[src/rtl/aes_ctr_sequencer.sv]
// aes_ctr_sequencer: CTR-mode controller wrapped around the iterative AES-256 core.
// It owns every core strobe, keeps the 128-bit counter block, encrypts one counter
// block per accepted input beat and streams out s_data XOR keystream.
module aes_ctr_sequencer #(
    parameter int CTR_WIDTH      = 32,
    parameter int TIMEOUT_CYCLES = 255
) (
    input  logic         clk,
    input  logic         rst_n,
    input  logic [255:0] cfg_key,
    input  logic         cfg_key_load,
    input  logic [127:0] cfg_iv,
    input  logic         cfg_iv_load,
    input  logic         s_valid,
    output logic         s_ready,
    input  logic [127:0] s_data,
    input  logic         s_last,
    output logic         m_valid,
    input  logic         m_ready,
    output logic [127:0] m_data,
    output logic         m_last,
    output logic [255:0] core_key,
    output logic         core_key_valid,
    output logic [127:0] core_plaintext,
    output logic         core_encrypt_start,
    output logic         core_clear,
    input  logic         core_ready,
    input  logic         core_done,
    input  logic [127:0] core_ciphertext,
    output logic         key_loaded,
    output logic         iv_loaded,
    output logic         ctr_wrap,
    output logic         err_timeout
);

    localparam int TW = $clog2(TIMEOUT_CYCLES + 1);
    localparam logic [TW-1:0] WAIT_LIMIT = TW'(TIMEOUT_CYCLES - 1);

    // Only the low CTR_WIDTH bits count; the rest of the block is a fixed nonce.
    localparam logic [127:0] LOW_MASK = (128'd1 << CTR_WIDTH) - 128'd1;

    typedef enum logic [2:0] {
        IDLE,
        KEY_WAIT,
        STANDBY,
        ISSUE,
        WAIT_DONE,
        OUTPUT,
        ERROR
    } state_t;

    state_t         state;
    logic [127:0]   counter;
    logic [127:0]   beat_data;
    logic           beat_last;
    logic [TW-1:0]  wait_cnt;

    logic [127:0]   ctr_plus;
    logic [127:0]   ctr_inc;
    logic           ctr_wrapped;
    logic           key_take;
    logic           iv_take;
    logic           accept;

    assign ctr_plus    = counter + 128'd1;
    assign ctr_inc     = (counter & ~LOW_MASK) | (ctr_plus & LOW_MASK);
    assign ctr_wrapped = (ctr_plus & LOW_MASK) == 128'd0;

    assign key_take = cfg_key_load & ((state == IDLE) | (state == STANDBY));
    assign iv_take  = cfg_iv_load & ((state == IDLE) | (state == KEY_WAIT) | (state == STANDBY));

    // A pending key load wins over an input beat so no block is issued with a stale key.
    assign s_ready = (state == STANDBY) & key_loaded & iv_loaded & core_ready & ~cfg_key_load;
    assign accept  = s_valid & s_ready;

    // The counter register drives the core directly, so the block is ready before the start pulse.
    assign core_plaintext = counter;

    // Control FSM: key load, per-beat encrypt/clear sequencing, output hold and watchdog.
    always_ff @(posedge clk) begin
        if (!rst_n) begin
            state              <= IDLE;
            counter            <= '0;
            beat_data          <= '0;
            beat_last          <= 1'b0;
            wait_cnt           <= '0;
            m_valid            <= 1'b0;
            m_data             <= '0;
            m_last             <= 1'b0;
            core_key           <= '0;
            core_key_valid     <= 1'b0;
            core_encrypt_start <= 1'b0;
            core_clear         <= 1'b0;
            key_loaded         <= 1'b0;
            iv_loaded          <= 1'b0;
            ctr_wrap           <= 1'b0;
            err_timeout        <= 1'b0;
        end else begin
            core_key_valid     <= 1'b0;
            core_encrypt_start <= 1'b0;
            core_clear         <= 1'b0;

            if (key_take) begin
                core_key       <= cfg_key;
                core_key_valid <= 1'b1;
                key_loaded     <= 1'b0;
            end

            if (iv_take) begin
                counter   <= cfg_iv;
                iv_loaded <= 1'b1;
            end

            case (state)
                IDLE: begin
                    if (key_take) begin
                        wait_cnt <= '0;
                        state    <= KEY_WAIT;
                    end
                end

                KEY_WAIT: begin
                    // The first KEY_WAIT cycle still sees core_ready from before the
                    // core sampled key_valid, so it is not trusted.
                    if (core_ready && (wait_cnt != '0)) begin
                        key_loaded <= 1'b1;
                        state      <= STANDBY;
                    end else if (wait_cnt == WAIT_LIMIT) begin
                        err_timeout <= 1'b1;
                        key_loaded  <= 1'b0;
                        state       <= ERROR;
                    end else begin
                        wait_cnt <= wait_cnt + TW'(1);
                    end
                end

                STANDBY: begin
                    if (key_take) begin
                        wait_cnt <= '0;
                        state    <= KEY_WAIT;
                    end else if (accept) begin
                        beat_data          <= s_data;
                        beat_last          <= s_last;
                        core_encrypt_start <= 1'b1;
                        state              <= ISSUE;
                    end
                end

                ISSUE: begin
                    wait_cnt <= '0;
                    state    <= WAIT_DONE;
                end

                WAIT_DONE: begin
                    if (core_done) begin
                        m_data     <= beat_data ^ core_ciphertext;
                        m_last     <= beat_last;
                        m_valid    <= 1'b1;
                        core_clear <= 1'b1;
                        counter    <= ctr_inc;
                        if (ctr_wrapped) begin
                            ctr_wrap  <= 1'b1;
                            iv_loaded <= 1'b0;
                        end
                        state <= OUTPUT;
                    end else if (wait_cnt == WAIT_LIMIT) begin
                        err_timeout <= 1'b1;
                        key_loaded  <= 1'b0;
                        state       <= ERROR;
                    end else begin
                        wait_cnt <= wait_cnt + TW'(1);
                    end
                end

                OUTPUT: begin
                    if (m_ready) begin
                        m_valid <= 1'b0;
                        if (m_last) begin
                            iv_loaded <= 1'b0;
                        end
                        state <= STANDBY;
                    end
                end

                ERROR: begin
                    state <= ERROR;
                end

                default: begin
                    state <= IDLE;
                end
            endcase
        end
    end

endmodule

[config.mk]
export PLATFORM = sky130hd
export DESIGN_NAME = aes_ctr_sequencer
export DESIGN_NICKNAME = d
export VERILOG_FILES = /design/src/rtl/aes_ctr_sequencer.sv
export SDC_FILE = /design/constraint.sdc
export NUM_CORES = 1
export LEC_CHECK = 0
export CAP_MARGIN = 20
export CORE_AREA = 5 5 450 452
export DETAILED_ROUTE_END_ITERATION = 8
export DIE_AREA = 0 0 455 457
export GPL_TIMING_DRIVEN = 0
export PLACE_DENSITY = 0.37
export SLEW_MARGIN = 20
export SYNTH_ARGS = -nofsm -noshare
export SYNTH_HDL_FRONTEND = slang
export SYNTH_SLANG_ARGS = --single-unit
[constraint.sdc]
create_clock -name clk -period 3.1 [get_ports clk]
set_clock_uncertainty 0.05 [all_clocks]
set_input_delay 0.465 -clock clk [delete_from_list [all_inputs] [get_ports clk]]
set_output_delay 0.465 -clock clk [all_outputs]
set_load 0.01 [all_outputs]
==> results.py <==
metrics = {
    "run_status": {
        "run_status": "finished, final reports clean",
    },
    "floorplanning": {
        "pin_count": 1171,
        "die_height_um": 457,
        "std_cell_rows": 164,
        "fp.coreArea_um2": 198000,
        "floorplan.die_area_um2": 208000,
        "die_width_um": 455,
        "start_util_pct": 13.5,
    },
    "synthesis": {
        "yosys_register_bits": 661,
        "syn_area_um2": 26700,
        "post_synthesis_cells": 3110,
        "postSynthNetCount": 3763,
        "syn_area_per_cell_um2": 8.58,
        "synth-edff-count": 0,
        "synth_ff_type": "dfxtp_1",
        "synth.yosys.warnings": 0,
        "ys_seq_area_share_pct": 49.6,
        "synthDistinctLibCells": 71,
        "synth-async-reset-ratio_pct": 0,
    },
    "worst_setup_path": {
        "timing.reg2reg.worst_path_depth": 9,
        "cp_slowest_cell": "a2111oi_2",
        "max_fo_critical_path": 6,
        "rr_endpoint": "ctr_wrap$_SDFFE_PN0P_",
        "worst-endpoint-arrival_ns": 3.54,
        "start_kind": "register",
        "r2r_setup_slack_ns": 0.17,
        "crit_path_cell_trace": "ha_2 -> and4_2 -> clkbuf_1 -> nand3_1 -> xnor2_1 -> a2111oi_2 -> o221ai_1 -> nor4_2 -> o21a_1",
        "type_of_destination_of_the_critical_path": "register",
        "cp_slowest_stage_delay_ns": 0.51,
        "cp.required_ns": 3.70,
        "startpoint_of_the_most_critical_register_to_register_path": "core_plaintext[1]$_SDFF_PN0_",
        "path_class": "register to register",
    },
    "place": {
        "placement.setup.worst_slack_ns": -1.25,
        "port-buffer-count": 1169,
        "dp_hpwl_mm": 141,
        "area_of_placed_instances_um2": 41800,
        "placedCellCount": 6939,
        "gp_routability_congestion": 0.841,
    },
    "sta": {
        "report.final.slew_viol_count": 0,
        "fin_ws_ns": 0.170,
        "hold_violations": 0,
        "slew_headroom_pct": 25.7,
        "timing.final.crit_share_pct": 94.5,
        "period_needed_ns": 2.93,
        "grt_setup_unrepaired": "no",
        "tightestPinTransition_ns": 1.11,
        "worst_hold_slack_ns": 0.259,
        "max_freq_mhz": 341,
        "setup-violations-final": 0,
    },
    "route": {
        "detail_route.first_pass.iterations": 5,
        "route.detailed.wl_per_inst_um": 24.0,
        "wirelength_mm": 171,
        "routed_via_density": 3.74,
        "detail_route.drc_violations": 0,
        "vias": 26600,
        "initialDrtViolationCount": 1349,
        "postRouteAntennaNets": 0,
    },
    "clocking": {
        "tritoncts": "done",
        "ctsRootBufferMaster": "clkbuf_16",
        "clock-sinks": 661,
        "cts_inserted_buffers": 90,
        "cts.hold.buffers_added": 0,
        "clkTransAtPathRegs_ns": 0.06,
        "post_cts_buffers": 0,
        "cts-htree-levels": 3,
        "cts.path.max_buffers": 3,
        "clk_latency_ns": 0.71,
    },
    "final_layout": {
        "most_frequent_cells_in_the_layout": "clkdlybuf4s50_1, nand2_1, dfxtp_1",
        "final_net_count": 5025,
        "sequential_cell_area_um2": 13200,
        "finalCoreUtilization_pct": 22.6,
        "final-instance-count-excl-fill": 7121,
        "fillCellCount": 22000,
        "layout-area-overhead-vs-synth_pct": 68.2,
        "stdcell_area_um2": 44900,
        "multi_input_comb_area_um2": 12500,
        "layout.cells.most_common": "clkdlybuf4s50_1",
        "drive_above_1_share_pct": 4.91,
    },
    "flow_run": {
        "drv.max_cap_violation_count": 0,
    },
    "worst_hold_path": {
        "hold_path_startpoint": "cfg_key[198]",
        "worstHoldPathCells": 3,
        "hold_path_end": "core_key[198]$_SDFFE_PN0P_",
        "hold_path_class": "primary input to register",
    },
    "pwr": {
        "leakagePower_nw": 16.7,
        "power_per_cell_area_nw_per_um2": 509,
        "vdd_ir_drop_max_mv": 0.358,
    },
    "grt": {
        "first_global_vias": 27200,
        "grt_remaining_overflow": 0,
        "pin_count_of_the_biggest_net_entering_global_routing": 20,
        "antenna_found_initial": 80,
        "grt_usage_pct": 15.8,
        "grt_first_pass_wirelength_mm": 229,
    },
}
final cells by class:
class,count,area share [%]
clock buffer,136,5.92
tap,2656,7.40
timing repair buffer,1173,26.2
buffer,239,2.27
antenna,25,0.139
inverter,6,0.0502
multi-input combinational,2201,27.8
sequential,661,29.5
clock inverter,24,0.688
flip-flops by register name, summed over array words and instances (netlist names):
register / cells
core_encrypt_start: 1
core_clear: 1
beat_data: 128
core_key: 256
core_plaintext: 128
m_valid: 1
err_timeout: 1
beat_last: 1
m_last: 1
wait_cnt: 8
state: 3
ctr_wrap: 1
m_data: 128
key_loaded: 1
core_key_valid: 1
iv_loaded: 1
repair_timing:
action	CTS	global route
setup endpoints to repair	278	13
gates resized for setup	20	5
endpoints found under the hold margin	0	0
pin swaps	0	0
worst max-delay path: cells and delay by family, from the launching register on:
kind,cells,cell delay [ns]
adders and majority gates,1,0.31
and+or+nand+nor,3,0.75
DFF,1,0.44
buffers and inverters,1,0.23
xor gates and xnor gates,1,0.18
AOI/OAI and AO/OA,3,0.92
worst max-delay path by stage:
stage / start / to / slack (ns)
6_report: core_plaintext[1]$_SDFF_PN0_ / ctr_wrap$_SDFFE_PN0P_ / 0.17
5_1_grt: state[2]$_SDFFE_PN0P_ / beat_data[122]$_SDFFE_PN0P_ / 0.01
3_3_place_gp: cfg_key_load / core_key[116]$_SDFFE_PN0P_ / -1.79
2_1_floorplan: core_plaintext[0]$_SDFF_PN0_ / ctr_wrap$_SDFFE_PN0P_ / 0.59
4_1_cts: core_plaintext[0]$_SDFF_PN0_ / ctr_wrap$_SDFFE_PN0P_ / 0.02
3_5_place_dp: cfg_key_load / beat_data[122]$_SDFFE_PN0P_ / -1.25
cell families (layout without fill, tap and decap cells):
kind of cell             Yosys count  after routing  share of synthesized area (%)
AO/OA/AOI/OAI                    738            738                           21.6
buffers and inverters            248           1578                           3.75
XOR/XNOR                         144            144                           4.73
adder cells (fa/ha/maj)            4              4                          0.188
multiplexers                       4              4                          0.150
other                              0             25                              0
flip-flops                       661            661                           49.6
AND/OR/NAND/NOR                 1311           1311                           20.0
cell usage after synthesis (8+ instances only):
cell type,n,area share (%)
nand4_1,15,0.35
nor2b_1,16,0.38
a221oi_1,9,0.30
nand2_1,1146,16
buf_2,15,0.28
a21oi_1,23,0.43
nand3_1,16,0.30
nor2_1,32,0.45
nor4_1,9,0.21
o21ai_0,34,0.64
xor2_1,9,0.30
a22oi_1,8,0.23
dfxtp_1,661,50
xnor2_1,135,4.4
clkbuf_1,211,3.0
nor3_1,22,0.41
and3_1,10,0.23
o211a_1,131,4.9
a21boi_0,500,14
metrics by stage:
step           power [mW]  TNS (ns)
2_1_floorplan        10.2         0
3_3_place_gp         12.6   -560.59
3_5_place_dp         12.6   -252.29
4_1_cts              23.4         0
5_1_grt              23.9         0
6_report             22.9         0
report_power, final:
group,internal (mW),leakage (nW),switching (mW)
logic,1.68,9.89,1.59
clock network,6.18,1.44,4.38
registers,8.83,5.39,0.217
per-layer routing:
metal	vias to the layer above	global-route usage, %	wire length, µm
met2	932	29.1	87600
met4	58	4.06	3930
met1	12500	16.8	63700
met3	225	5.79	15300
li1	12900	-	-
met5	-	0	329
Note: power is estimated with default switching activity, not from simulation.
==> patch: new RTL, same settings <==
Add an input register stage for `cfg_key`, `cfg_key_load`, `cfg_iv` and `cfg_iv_load`; this delays them by one clock. The other inputs are not delayed to match.
--- a/src/rtl/aes_ctr_sequencer.sv
+++ b/src/rtl/aes_ctr_sequencer.sv
@@ -49,6 +49,18 @@
         ERROR
     } state_t;
 
+    logic [255:0] cfg_key_q;
+    logic cfg_key_load_q;
+    logic [127:0] cfg_iv_q;
+    logic cfg_iv_load_q;
+
+    always_ff @(posedge clk) begin
+        cfg_key_q      <= cfg_key;
+        cfg_key_load_q <= cfg_key_load;
+        cfg_iv_q       <= cfg_iv;
+        cfg_iv_load_q  <= cfg_iv_load;
+    end
+
     state_t         state;
     logic [127:0]   counter;
     logic [127:0]   beat_data;
@@ -66,11 +78,11 @@
     assign ctr_inc     = (counter & ~LOW_MASK) | (ctr_plus & LOW_MASK);
     assign ctr_wrapped = (ctr_plus & LOW_MASK) == 128'd0;
 
-    assign key_take = cfg_key_load & ((state == IDLE) | (state == STANDBY));
-    assign iv_take  = cfg_iv_load & ((state == IDLE) | (state == KEY_WAIT) | (state == STANDBY));
+    assign key_take = cfg_key_load_q & ((state == IDLE) | (state == STANDBY));
+    assign iv_take  = cfg_iv_load_q & ((state == IDLE) | (state == KEY_WAIT) | (state == STANDBY));
 
     // A pending key load wins over an input beat so no block is issued with a stale key.
-    assign s_ready = (state == STANDBY) & key_loaded & iv_loaded & core_ready & ~cfg_key_load;
+    assign s_ready = (state == STANDBY) & key_loaded & iv_loaded & core_ready & ~cfg_key_load_q;
     assign accept  = s_valid & s_ready;
 
     // The counter register drives the core directly, so the block is ready before the start pulse.
@@ -101,13 +113,13 @@
             core_clear         <= 1'b0;
 
             if (key_take) begin
-                core_key       <= cfg_key;
+                core_key       <= cfg_key_q;
                 core_key_valid <= 1'b1;
                 key_loaded     <= 1'b0;
             end
 
             if (iv_take) begin
-                counter   <= cfg_iv;
+                counter   <= cfg_iv_q;
                 iv_loaded <= 1'b1;
             end
 
Function: not settled (the Yosys comparison gave no result); the edit may change what the design does.
==> patch against the original RTL <==
Global-route usage grew 0.33 points; critical path depth unchanged; sequential cell count is 386 higher; wire length increased by 2.3%; worst setup slack improved by 0.0036 ns; highest routed layer unchanged; synthesized area increased by 22%; final area up 17%; power grew 44%.
==> patch: results (changes against the original RTL) <==
largest net degree at the start of global routing: 17 (was 20)
Place WS: -1.13 ns (was -1.25 ns)
Critical Path AT: 3.43 ns (was 3.54 ns)
vias per inst: 3.81 (was 3.74)
compound-gate portion of the synthesized area: 12.9% (was 21.6%)
htree depth: 4 (was 3)
Slew headroom: 36.2% (was 25.7%)
CTS hold repair buffers: 49 (was 0)
status: finished, final reports clean (unchanged)
global placement routability congestion: 0.847 (was 0.841)
XOR/XNOR Fraction of Synth Area: 3.94% (was 4.73%)
Min-Delay Endpoint: cfg_iv_q[38]$_DFF_P_ (was core_key[198]$_SDFFE_PN0P_)
WL/cell: 23.0 µm (was 24.0 µm)
global-route wire length before repair: 235000 µm (was 229000 µm)
post-place instance area: 47700 µm² (was 41800 µm²)
Final nets: 5494 (was 5025)
post-DP HPWL: 141000 µm (about the same)
multiplexer share of the synthesized area: 0.0306% (was 0.150%)
number of post-CTS setup repair buffers: 1 (was 0)
worst hold slack: 0.0960 ns (was 0.259 ns)
Post-synth top cells: dfxtp_1 (1047), nand2_1 (1004), a21oi_1 (525), clkbuf_1 (203), nor2_1 (189) (was nand2_1 (1146), dfxtp_1 (661), a21boi_0 (500), clkbuf_1 (211), xnor2_1 (135))
layout cells sized above 1: 5.47% (was 4.91%)
reg2reg end: iv_loaded$_SDFF_PN0_ (was ctr_wrap$_SDFFE_PN0P_)
CP delay by family, top: simple AND/OR/NAND/NOR gates (was compound AO/OA/AOI/OAI gates)
Clk Latency, worst-skew pair: 0.76 ns (was 0.71 ns)
Hold Crit Start: cfg_iv[38] (was cfg_key[198])
Synth Net Count: 4138 (was 3763)
number of instances resized during post-cts repair: 21 (was 20)
Area contributors post-synth: dfxtp_1 (64%), nand2_1 (12%), a21oi_1 (8.0%), xnor2_1 (3.6%), a211oi_1 (3.0%) (was dfxtp_1 (50%), nand2_1 (16%), a21boi_0 (14%), o211a_1 (4.9%), xnor2_1 (4.4%))
[patch: changes by cell type after synthesis, moves of 14 or more]
cell | unedited run | this run
a21oi_1 | 23 | 525
a21boi_0 | 500 | 0
dfxtp_1 | 661 | 1047
nor2_1 | 32 | 189
nand2_1 | 1146 | 1004
o211a_1 | 131 | 0
a211oi_1 | 2 | 132
nor2b_1 | 16 | 2
[patch: area by class of cell]
cell class	instances	area, µm²
Multi-Input combinational cell	2189	10700
Tap cell	2656	3320
Buffer	236	985
Clock inverter	41	536
Timing Repair Buffer	1222	12200
Clock buffer	191	3860
Antenna cell	16	40.0
Sequential cell	1047	21000
Inverter	11	41.3
Fill cell	21387	146000
[patch: metal layers]
layer	track usage, %	share of wire (%)	vias to the layer above	wire [µm]
met5	0	0.099	-	173
met4	3.86	2.2	30	3870
met3	6.69	9.3	228	16300
met2	29.5	51	967	89500
met1	17.0	37	13561	64900
li1	-	-	14241	-
